$ cat config.mk
export PLATFORM = sky130hd
export DESIGN_NAME = data_mem_port
export DESIGN_NICKNAME = d
export VERILOG_FILES = /design/src/rtl/data_mem_port.sv
export SDC_FILE = /design/constraint.sdc
export NUM_CORES = 1
export LEC_CHECK = 0
export CAP_MARGIN = 20
export CELL_PAD_IN_SITES_DETAIL_PLACEMENT = 0
export CELL_PAD_IN_SITES_GLOBAL_PLACEMENT = 2
export CORE_ASPECT_RATIO = 0.6
export CORE_MARGIN = 8
export CORE_UTILIZATION = 23
export DETAILED_ROUTE_END_ITERATION = 12
export PLACE_DENSITY = 0.76
export SETUP_SLACK_MARGIN = 0.3
export SKIP_LAST_GASP = 1
export SLEW_MARGIN = 0
export SYNTH_ARGS = -nofsm -noshare
export SYNTH_HDL_FRONTEND = slang
export SYNTH_SLANG_ARGS = --single-unit
$ cat constraint.sdc
create_clock -name clk -period 1.95 [get_ports clk]
set_input_delay 0.39 -clock clk [delete_from_list [all_inputs] [get_ports clk]]
set_output_delay 0.39 -clock clk [all_outputs]
set_load 0.05 [all_outputs]
$ cat src/rtl/data_mem_port.sv
// data_mem_port: turns decoder load/store controls into a registered, handshaked
// word-wide SRAM access with byte-lane enables, and stalls the core until the
// access completes. Load data is lane-extracted and sign/zero extended.
module data_mem_port #(
   parameter int ADDR_W  = 10,
   parameter int TIMEOUT = 15
) (
   input  logic              clk,
   input  logic              reset_n,
   input  logic              re_in,
   input  logic              we_in,
   input  logic [1:0]        size_in,
   input  logic              signed_in,
   input  logic [31:0]       addr_in,
   input  logic [31:0]       wdata_in,
   output logic [31:0]       rdata_out,
   output logic              stall_out,
   output logic              err_out,
   output logic              mem_req_out,
   output logic              mem_we_out,
   output logic [ADDR_W-1:0] mem_addr_out,
   output logic [3:0]        mem_be_out,
   output logic [31:0]       mem_wdata_out,
   input  logic              mem_ack_in,
   input  logic [31:0]       mem_rdata_in
);
   localparam int CNT_W = $clog2(TIMEOUT + 1);

   typedef enum logic [1:0] {
      S_IDLE = 2'd0,
      S_REQ  = 2'd1,
      S_DONE = 2'd2
   } state_t;

   state_t           r_state;
   logic [CNT_W-1:0] r_cnt;
   logic [1:0]       r_size;
   logic [1:0]       r_lane;
   logic             r_signed;

   logic [1:0]       w_lane;
   logic             w_req;
   logic             w_illegal;
   logic [3:0]       w_be;
   logic [31:0]      w_wdata;
   logic [7:0]       w_byte;
   logic [15:0]      w_half;
   logic [31:0]      w_load;
   logic [CNT_W-1:0] w_cnt_inc;
   logic             w_unused_addr;

   assign w_lane        = addr_in[1:0];
   assign w_req         = re_in | we_in;
   assign w_cnt_inc     = r_cnt + 1'b1;
   // Upper address bits lie beyond the SRAM and are deliberately dropped.
   assign w_unused_addr = ^addr_in[31:ADDR_W+2];

   // Core is held while a request waits in IDLE or an access is in flight.
   assign stall_out = reset_n & (((r_state == S_IDLE) & w_req) | (r_state == S_REQ));

   // Classify the request: conflicting enables, reserved size, misalignment.
   always_comb begin
      w_illegal = re_in & we_in;
      case (size_in)
         2'b10:   w_illegal = 1'b1;
         2'b01:   if (addr_in[0]) w_illegal = 1'b1;
         2'b11:   if (|addr_in[1:0]) w_illegal = 1'b1;
         default: ;
      endcase
   end

   // Byte-lane enables and lane-replicated store data for the request.
   always_comb begin
      w_be    = 4'b1111;
      w_wdata = wdata_in;
      case (size_in)
         2'b00: begin
            w_be    = 4'b0001 << w_lane;
            w_wdata = {4{wdata_in[7:0]}};
         end
         2'b01: begin
            w_be    = w_lane[1] ? 4'b1100 : 4'b0011;
            w_wdata = {2{wdata_in[15:0]}};
         end
         default: ;
      endcase
   end

   // Extract the addressed lane(s) of the returned word and extend them.
   always_comb begin
      w_byte = mem_rdata_in[7:0];
      case (r_lane)
         2'd1:    w_byte = mem_rdata_in[15:8];
         2'd2:    w_byte = mem_rdata_in[23:16];
         2'd3:    w_byte = mem_rdata_in[31:24];
         default: ;
      endcase
      w_half = r_lane[1] ? mem_rdata_in[31:16] : mem_rdata_in[15:0];
      case (r_size)
         2'b00:   w_load = {{24{r_signed & w_byte[7]}}, w_byte};
         2'b01:   w_load = {{16{r_signed & w_half[15]}}, w_half};
         default: w_load = mem_rdata_in;
      endcase
   end

   // Access sequencer: IDLE accepts, REQ waits for ack or timeout, DONE releases the core.
   always_ff @(posedge clk or negedge reset_n) begin
      if (!reset_n) begin
         r_state       <= S_IDLE;
         r_cnt         <= '0;
         r_size        <= 2'b00;
         r_lane        <= 2'b00;
         r_signed      <= 1'b0;
         rdata_out     <= 32'd0;
         err_out       <= 1'b0;
         mem_req_out   <= 1'b0;
         mem_we_out    <= 1'b0;
         mem_addr_out  <= '0;
         mem_be_out    <= 4'b0000;
         mem_wdata_out <= 32'd0;
      end else begin
         case (r_state)
            S_IDLE: begin
               if (w_req) begin
                  if (w_illegal) begin
                     err_out   <= 1'b1;
                     rdata_out <= 32'd0;
                     r_state   <= S_DONE;
                  end else begin
                     mem_req_out   <= 1'b1;
                     mem_we_out    <= we_in;
                     mem_addr_out  <= addr_in[ADDR_W+1:2];
                     mem_be_out    <= w_be;
                     mem_wdata_out <= w_wdata;
                     r_size        <= size_in;
                     r_lane        <= w_lane;
                     r_signed      <= signed_in;
                     r_cnt         <= '0;
                     r_state       <= S_REQ;
                  end
               end
            end
            S_REQ: begin
               if (mem_ack_in) begin
                  // An ack arriving on the last allowed cycle still completes normally.
                  mem_req_out <= 1'b0;
                  mem_we_out  <= 1'b0;
                  rdata_out   <= mem_we_out ? 32'd0 : w_load;
                  err_out     <= 1'b0;
                  r_state     <= S_DONE;
               end else begin
                  r_cnt <= w_cnt_inc;
                  if (w_cnt_inc == CNT_W'(TIMEOUT)) begin
                     mem_req_out <= 1'b0;
                     mem_we_out  <= 1'b0;
                     rdata_out   <= 32'd0;
                     err_out     <= 1'b1;
                     r_state     <= S_DONE;
                  end
               end
            end
            S_DONE: begin
               // Any request seen here belongs to the completing instruction.
               err_out <= 1'b0;
               r_cnt   <= '0;
               r_state <= S_IDLE;
            end
            default: r_state <= S_IDLE;
         endcase
      end
   end
endmodule

==> qor.csv <==
metric,value,unit
status,finished clean,
Nets,799,
CTS root buffer,clkbuf_16,
global-route wire length before repair,28.4,mm
CTS tree,done,
FILL cells,2107,
vias in the first global route,4809,
Synthesized Nets,600,
Finish-stage setup viols,0,
largest net degree at the start of global routing,93,
dominant synthesized flop cell,dfrtp_1,
num ports,186,
Startpoint Class,flip-flop,
clock latency on the worst-skew pair,0.35,ns
Synth top area share,0.479,
post-synthesis sequential area ratio,0.479,
hold crit path type,in2async,
wire per inst,19.0,µm
synth warn,0,
Yosys top cell by area,dfrtp_1,
final hold viol count,0,
Area contributors post-synth,"dfrtp_1 48%, nand2_1 7.6%, mux2i_1 5.6%",
Setup crit end kind,flip-flop,
CTS HTree Levels,3,
Pins Over Slew Limit,0,
TritonCTS Buffers,9,
Die Span Y,128,µm
Vias,4478,
most numerous cell in the Yosys netlist,nand2_1,
top cells by instance count after synthesis,"97 x nand2_1, 92 x dfrtp_1, 33 x nor2_1",
Syn Area/Cell,9.72,µm²
Post-synth EDFFs,0,
"Cell Area, Synth",4800,µm²
layout cells sized above 1,0.302,
Critical Path RT,2.18,ns
post-synth cell types,38,
Min Hold Slack,0.112,ns
# port buffers,165,
Rel. slew slack,0.653,
Initial Util,0.232,
Final Cycle Share,0.893,
first-pass iteration count of the detailed router,4,
Placed Instance Area,6910,µm²
maximum capacitance violations,0,
Die X,203,µm
Crit path arrival time,1.97,ns
maximum vdd drop,0.00106,V
final core utilization,0.364,
Synth Instances,494,
core box area,20700,µm²
final critical-path required period,1.74,ns
RSZ-0062 raised after global routing,true,
worst-path fanout max,32,
ys async rst share,1.00,
actual slew at the worst max-slew pin,0.521,ns
Clock transition at path regs,0.07,ns
die area,25900,µm²
global route total overflow,0,
total wire length,18.5,mm
PD cells,1520,nW/µm²
number of antenna diodes,0,
post-route ant nets,0,
skew final,0.0118,ns
initial antenna violation count,1,
Rows,41,
routability cong.,0.843,
flop and latch count out of synthesis,92,
CTS sink cnt,92,
CP Class,reg2reg,
clock buffer depth,2,
post-route cell area,7540,µm²
Overall Global Routing Usage,0.140,
leakage,3.45,nW
DR iter-0 viols,259,
f_max,575,MHz
Area Growth Syn to Fin,56.9,%
Final HPWL DP,13.2,mm
# DRC,0,
Via density,4.58,
-- cell type report --
type | instances | area [µm²] | area share
Clock buffer | 11 | 243 | 0.0322
Clock inverter | 5 | 85.1 | 0.0113
Inverter | 17 | 63.8 | 0.00847
Multi-Input combinational cell | 349 | 2410 | 0.320
Sequential cell | 92 | 2310 | 0.306
Tap cell | 279 | 349 | 0.0463
Timing Repair Buffer | 224 | 2080 | 0.275
-- layer usage --
metal / share of wire / track usage / vias to the layer above
li1: - / - / 2136
met1: 0.48 / 0.192 / 2214
met5: 0.00065 / 0 / -
met2: 0.44 / 0.207 / 108
met3: 0.061 / 0.0444 / 18
met4: 0.017 / 0.0370 / 2
-- repair_timing --
item / in CTS / in global routing
endpoints found under the hold margin: 0 / 0
cloned: 5 / 1
setup buffers: 11 / 3
pin swaps: 9 / 15
endpoints found under the setup margin: 128 / 85
resized for setup: 124 / 61
hold buffers: 0 / 0
-- metrics by stage --
stage | std cells | worst slack, ns | power (mW) | setup TNS, ns
finish | 977 | 0.210 | 11.5 | 0
global route | 977 | 0.153 | 12.1 | 0
CTS | 973 | 0.227 | 11.6 | 0
detailed placement | 941 | -0.455 | 9.44 | -27.35
global placement | 941 | -0.416 | 9.39 | -25.13
floorplan | 494 | 0.121 | 7.14 | 0
-- state kept, by name, indices dropped and copies added, names as in the netlist --
| register | flops |
|---|---|
| rdata_out | 32 |
| r_cnt | 4 |
| mem_be_out | 4 |
| r_state | 2 |
| mem_wdata_out | 32 |
| mem_req_out | 1 |
| mem_addr_out | 10 |
| r_size | 2 |
| r_lane | 2 |
| r_signed | 1 |
| err_out | 1 |
| mem_we_out | 1 |
-- layout by cell type (no fill, tap or decap), types with 3 or more instances in the layout --
master	count
clkbuf_16	9
nand2b_4	3
a22o_1	23
clkdlybuf4s15_1	14
o2bb2ai_1	8
o21ai_0	10
clkdlybuf4s50_1	75
a22oi_1	3
clkbuf_2	26
buf_12	7
dfrtp_2	4
mux4_2	8
nor2_1	33
nand2b_1	21
nand2_2	4
a221o_1	8
o21ai_1	5
nand2_1	87
o211ai_1	3
o21ai_2	21
clkdlybuf4s15_2	4
nand2_4	6
o22ai_1	16
buf_6	8
mux2i_1	26
buf_16	5
dfrtp_1	88
buf_4	82
a21oi_1	20
inv_1	16
nor2b_1	9
a31oi_1	7
-- worst max-delay path, stage by stage, from the launching register on --
cell     delay [ns]
dfrtp_2        0.45
ha_4           0.19
nor2b_1        0.16
mux2i_2        0.12
o22ai_2        0.17
nand2_2        0.11
buf_12         0.19
a22o_1         0.24
-- final timing paths --
path                                  from  slack, ns  cells past startpoint              end
min in group clk                size_in[0]       0.46                      4        r_size[0]
max in group asynchronous          reset_n       1.43                      2  mem_addr_out[3]
setup / recovery                  r_cnt[1]       0.21                      7    rdata_out[14]
setup reg to reg                  r_cnt[1]       0.21                      7    rdata_out[14]
hold reg to reg            mem_addr_out[3]       0.47                      2  mem_addr_out[3]
hold / removal                     reset_n       0.11                      2    rdata_out[16]
-- power by group --
| part | internal (mW) | switching (mW) |
|---|---|---|
| Combinational | 2.14 | 4.20 |
| Clock | 1.17 | 0.792 |
| Sequential | 2.61 | 0.573 |
-- kinds of logic (layout without fill, tap and decap cells) --
logic type / count (synthesis) / after routing / synth area share
DFF: 92 / 92 / 0.479
AOI/OAI and AO/OA: 134 / 134 / 0.201
adders and majority gates: 2 / 2 / 0.00521
muxes: 35 / 35 / 0.0938
and+or+nand+nor: 177 / 177 / 0.162
xor gates and xnor gates: 1 / 1 / 0.00182
buffers and inverters: 53 / 257 / 0.0568
No activity file was read; power rests on OpenSTA's default activity.
